### src/rtl/quad_dec_pkg.sv
// Shared types and helpers for the quadrature decoder: FSM states, Gray positions and the
// transition classifier that turns a (previous, current) phase pair into a step.
package quad_dec_pkg;

   typedef enum logic {INIT, TRACK} state_e;

   // Forward Gray order of {A,B}
   localparam logic [1:0] GRAY0 = 2'b00;
   localparam logic [1:0] GRAY1 = 2'b10;
   localparam logic [1:0] GRAY2 = 2'b11;
   localparam logic [1:0] GRAY3 = 2'b01;

   typedef struct packed {
      logic valid;
      logic dir;
      logic illegal;
   } step_t;

   function automatic logic [1:0] gray_next(input logic [1:0] g);
      logic [1:0] n;
      case (g)
         GRAY0:   n = GRAY1;
         GRAY1:   n = GRAY2;
         GRAY2:   n = GRAY3;
         default: n = GRAY0;
      endcase
      return n;
   endfunction

   function automatic step_t step_dec(input logic [1:0] prev, input logic [1:0] cur);
      step_t r;
      r = '0;
      if (cur != prev) begin
         if ((cur ^ prev) == 2'b11) begin
            r.illegal = 1'b1;
         end else begin
            r.valid = 1'b1;
            r.dir   = (cur == gray_next(prev));
         end
      end
      return r;
   endfunction

endpackage

### src/rtl/qd_glitch_flt.sv
// Per-bit stability filter: the output follows the input only after the new level has been
// held FLT consecutive clocks. Built only when QDEC_FILTER_EN is defined.
`ifdef QDEC_FILTER_EN
module qd_glitch_flt #(
   parameter int unsigned FLT = 3
) (
   input  logic clk_i,
   input  logic clr_i,
   input  logic d_i,
   output logic q_o
);

   logic       q_q, q_d;
   logic [3:0] cnt_q, cnt_d;

   always_comb begin
      q_d   = q_q;
      cnt_d = '0;
      if (d_i != q_q) begin
         if (cnt_q == 4'(FLT - 1)) begin
            q_d = d_i;
         end else begin
            cnt_d = cnt_q + 4'd1;
         end
      end
   end

   always_ff @(posedge clk_i) begin
      if (clr_i) begin
         q_q   <= 1'b0;
         cnt_q <= '0;
      end else begin
         q_q   <= q_d;
         cnt_q <= cnt_d;
      end
   end

   assign q_o = q_q;

endmodule
`endif

### src/rtl/quad_dec_ud.sv
// Quadrature decoder producing ce/up step strobes plus a loadable M-bit position with wrap
// strobe. Define QDEC_FILTER_EN to insert an FLT-clock glitch filter after the synchronizers.
module quad_dec_ud
   import quad_dec_pkg::*;
#(
   parameter int unsigned M   = 4,
   parameter int unsigned FLT = 3
) (
   input  logic         clk,
   input  logic         clr,
   input  logic         A,
   input  logic         B,
   input  logic         en,
   input  logic         L,
   input  logic [M-1:0] di,
   output logic         ce,
   output logic         up,
   output logic [M-1:0] pos,
   output logic         ovf,
   output logic         err
);

   // INIT waits until samples taken after clr have reached acc, so stale reset zeros in the
   // pipeline are never compared against a real input level.
`ifdef QDEC_FILTER_EN
   localparam int unsigned FillCycles = 2 + FLT;
`else
   localparam int unsigned FillCycles = 2;
`endif
   localparam int unsigned FillW = $clog2(FLT + 3);

   logic [1:0]       s1_q, s2_q, prev_q, prev_d, acc;
   state_e           state_q, state_d;
   logic [FillW-1:0] fill_q, fill_d;
   logic             ce_q, ce_d, up_q, up_d, ovf_q, ovf_d, err_q, err_d;
   logic [M-1:0]     pos_q, pos_d;
   step_t            stp;

`ifdef QDEC_FILTER_EN
   qd_glitch_flt #(.FLT(FLT)) u_flt_a (
      .clk_i (clk),
      .clr_i (clr),
      .d_i   (s2_q[1]),
      .q_o   (acc[1])
   );
   qd_glitch_flt #(.FLT(FLT)) u_flt_b (
      .clk_i (clk),
      .clr_i (clr),
      .d_i   (s2_q[0]),
      .q_o   (acc[0])
   );
`else
   assign acc = s2_q;
`endif

   always_comb begin
      state_d = state_q;
      fill_d  = fill_q;
      prev_d  = acc;
      ce_d    = 1'b0;
      up_d    = up_q;
      pos_d   = pos_q;
      ovf_d   = 1'b0;
      err_d   = err_q;
      stp     = step_dec(prev_q, acc);

      case (state_q)
         INIT: begin
            if (fill_q == FillW'(FillCycles)) begin
               state_d = TRACK;
            end else begin
               fill_d = fill_q + 1'b1;
            end
         end
         TRACK: begin
            if (en) begin
               if (stp.valid) begin
                  ce_d = 1'b1;
                  up_d = stp.dir;
                  if (stp.dir) begin
                     pos_d = pos_q + M'(1);
                     ovf_d = (pos_q == '1);
                  end else begin
                     pos_d = pos_q - M'(1);
                     ovf_d = (pos_q == '0);
                  end
               end
               if (stp.illegal) err_d = 1'b1;
            end
         end
         default: state_d = INIT;
      endcase

      // Load wins over the count; a coincident step still reports ce/up but never wraps
      if (L) begin
         pos_d = di;
         ovf_d = 1'b0;
      end
   end

   always_ff @(posedge clk) begin
      if (clr) begin
         s1_q    <= 2'b00;
         s2_q    <= 2'b00;
         prev_q  <= 2'b00;
         state_q <= INIT;
         fill_q  <= '0;
         ce_q    <= 1'b0;
         up_q    <= 1'b1;
         pos_q   <= '0;
         ovf_q   <= 1'b0;
         err_q   <= 1'b0;
      end else begin
         s1_q    <= {A, B};
         s2_q    <= s1_q;
         prev_q  <= prev_d;
         state_q <= state_d;
         fill_q  <= fill_d;
         ce_q    <= ce_d;
         up_q    <= up_d;
         pos_q   <= pos_d;
         ovf_q   <= ovf_d;
         err_q   <= err_d;
      end
   end

   assign ce  = ce_q;
   assign up  = up_q;
   assign pos = pos_q;
   assign ovf = ovf_q;
   assign err = err_q;

endmodule

### config.mk
export PLATFORM = sky130hd
export DESIGN_NAME = quad_dec_ud
export DESIGN_NICKNAME = d
export VERILOG_FILES = /design/src/rtl/quad_dec_pkg.sv /design/src/rtl/qd_glitch_flt.sv /design/src/rtl/quad_dec_ud.sv
export SDC_FILE = /design/constraint.sdc
export NUM_CORES = 1
export LEC_CHECK = 0
export BUFFER_PORTS_ARGS = -buffer_cell sky130_fd_sc_hd__buf_2
export CAP_MARGIN = 20
export CORE_ASPECT_RATIO = 1.5
export CORE_MARGIN = 2
export CORE_UTILIZATION = 35
export CTS_CLUSTER_DIAMETER = 120
export DETAILED_ROUTE_END_ITERATION = 8
export HOLD_SLACK_MARGIN = 0.03
export SYNTH_ARGS = -nofsm -noshare
export SYNTH_HDL_FRONTEND = slang
export SYNTH_SLANG_ARGS = --single-unit
export TNS_END_PERCENT = 1
### constraint.sdc
create_clock -name clk -period 6.8 [get_ports clk]
set_input_delay 0.34 -clock clk [delete_from_list [all_inputs] [get_ports clk]]
set_output_delay 0.34 -clock clk [all_outputs]
set_load 0.005 [all_outputs]
==> impl_metrics.py <==
metrics = {
    "status": {
        "status": "completed",
    },
    "detailed_routing": {
        "wl_um": 1496,
        "vias_per_cell": 5.076,
        "first_pass_iters": 2,
        "wl_per_cell_um": 11.42,
        "drt_iter0_markers": 9,
        "routed-via-count": 665,
        "ant_nets": 0,
        "drc": 0,
    },
    "sta": {
        "post-route-min-period_ps": 2699,
        "worst_pin_slew_ps": 335.1,
        "finalSetupViolCount": 0,
        "fin_worst_skew_ps": 1.552,
        "slew_violations": 0,
        "max-slew-margin-rel": 0.7766,
        "rsz0062_at_grt": "false",
        "fmax_mhz": 370.5,
        "finalHoldViolations": 0,
        "setup_tns_ps": 0,
        "setup_ws_ps": 4101,
        "fin_crit_sh": 0.3969,
    },
    "layout": {
        "seqCellArea_sq_um": 360.3,
        "multi_input_area_sq_um": 489.2,
        "final_common_cell": "dfxtp_1",
        "layout_common_cells": "18 x dfxtp_1, 17 x buf_2, 13 x nor2_1",
        "syn_to_final_growth_pct": 12.92,
        "n_fill_cell": 253,
        "layout.nets": 127,
        "fin_cells": 131,
        "drive_gt1_frac": 0.2243,
        "post-route-util": 0.4153,
        "diodes": 0,
    },
    "logic_synthesis": {
        "synth_compound_area_frac": 0.08567,
        "synth_area_leader_cell": "dfxtp_1",
        "synth_top_area_frac": 0.4045,
        "syn_inst": 91,
        "synth_top_family_by_area": "simple AND/OR/NAND/NOR gates",
        "synth_simple_gate_area_frac": 0.1994,
        "synth-xor-area-share": 0.06882,
        "yosys_warnings": 0,
        "muxShareOfSynthArea": 0.07444,
        "synth_fa_ha_area_frac": 0.1208,
        "ys_seq_area_frac": 0.4045,
        "ys_seq_elements": 18,
        "synth.avg_cell_area_sq_um": 9.790,
        "synth_cell_type_count": 29,
        "synth_area_sq_um": 890.9,
        "synth_ff_type": "dfxtp_1",
        "syn_nets": 109,
        "synthTopCellsByArea": "dfxtp_1 40%, ha_1 9.8%, nor2b_1 5.6%, nor2_1 5.5%, mux2i_1 4.5%",
        "async_reset_ff_frac": 0,
        "synth-edff-count": 0,
    },
    "clock_tree": {
        "cts_root_buffer": "clkbuf_4",
        "cts_buffers": 3,
        "cts_sinks": 18,
        "cts_tree": "built",
        "cts_buffer_depth": 2,
        "clk_latency_ps": 280,
        "htreeDepth": 1,
        "hold_buffers": 0,
        "cts_resized": 0,
        "cts_setup_buffers": 0,
        "clk_pin_slew_ps": 100,
    },
    "floorplanning": {
        "core_area_sq_um": 2422,
        "die_area_sq_um": 2973,
        "die_w_um": 45.20,
        "io_pins": 18,
        "rows": 22,
        "initial_utilization": 0.3678,
        "die_h_um": 65.79,
    },
    "grt": {
        "grt_overflow": 0,
        "grt_max_degree": 19,
        "grt_pass1_vias": 584,
        "grt_pass1_wl_um": 2352,
        "antenna_found_initial": 0,
        "track_usage": 0.1044,
    },
    "critical_path": {
        "crit_path_max_incr_delay_ps": 590,
        "crit_path_end_kind": "flop",
        "crit_path_max_fanout": 7,
        "cp-start-kind": "flop",
        "cp.required_ps": 6980,
        "arrival_ps": 2880,
        "slowest_stage": "or4_4",
        "worstSetupPathType": "reg2reg",
        "cp_common_cell": "ha_1",
        "crit_chain": "xor2_1, inv_1, ha_1, or4_4, ha_1, and3_1, nor4b_1, mux2_4, nor3_2",
    },
    "place": {
        "dp_hpwl_um": 1145,
        "routabilityCongestion": 0.7150,
        "pre_cts_slack_ps": 4116,
        "portBuffers": 17,
        "dp_cells": 128,
    },
    "pwr": {
        "power_density_nw_per_um2": 232.2,
        "leakagePower_nw": 0.4858,
        "p_total_mw": 0.2336,
        "ir_drop_v": 0.00009759,
    },
    "run": {
        "max-cap-violations": 0,
    },
    "worst_hold_path": {
        "hold_path.class": "in2reg",
    },
}
critical path, delay by kind of cell (launching register included):
family	cells	cell delay, ps
xor gates and xnor gates	1	250
DFF	1	400
buffers and inverters	1	70
muxes	1	200
and+or+nand+nor	4	1140
adders and majority gates	2	540
state kept, by name (all words and copies together), names as in the netlist:
register,flops
err,1
prev_q,2
acc,2
s1_q,2
fill_q,3
up,1
ovf,1
state_q,1
ce,1
pos,4
power breakdown:
group	internal, mW	total [mW]	switching, mW
Sequential	0.117	0.128	0.0109
Combinational	0.0268	0.0546	0.0277
Clock	0.0205	0.0509	0.0303
synth_stat cells (all sizes together) (2+ instances only):
cell    count
a211o       2
a21oi       3
and3        2
clkbuf      3
dfxtp      18
ha          7
inv         5
mux2        2
mux2i       4
nor2       13
nor2b       8
nor4        3
xnor2       4
xor2        3
path summary, 6_finish.rpt:
kind,slack [ps],cells past startpoint,endpoint,startpoint
max,4100,9,pos[3]$_SDFFE_PP0P_,acc[0]$_SDFF_PP0_
max reg2reg,4100,9,pos[3]$_SDFFE_PP0P_,acc[0]$_SDFF_PP0_
min,270,2,s1_q[1]$_SDFF_PP0_,A
min reg2reg,460,1,acc[0]$_SDFF_PP0_,s1_q[0]$_SDFF_PP0_
final cells by class:
class	count	share of cell area
well taps	24	0.02985
flip-flops and latches	18	0.3582
multi-input cells	64	0.4863
inverters	5	0.01866
repair buffers	17	0.08458
clock buffers	3	0.02239
cell families after synthesis:
group	count (synthesis)
simple gates	32
mux	6
compound gates	11
xor+xnor	7
buf+inv	9
fa+ha+maj	8
flops	18
metrics by stage:
stage	cell area, sq um	hold slack, ps
floorplan	890.9	413.8
global route	1006	267.9
detailed placement	983.4	437.2
global placement	983.4	443.9
CTS	1006	268.6
finish	1006	273.7
per-layer routing:
metal	track usage	part of all wire	up-vias
met1	0.1212	0.44	308
met5	0	0	-
met3	0.01913	0.038	2
met4	0.04412	0.0060	0
met2	0.1804	0.52	8
li1	-	-	347
Power figures use the tool's default switching activity.
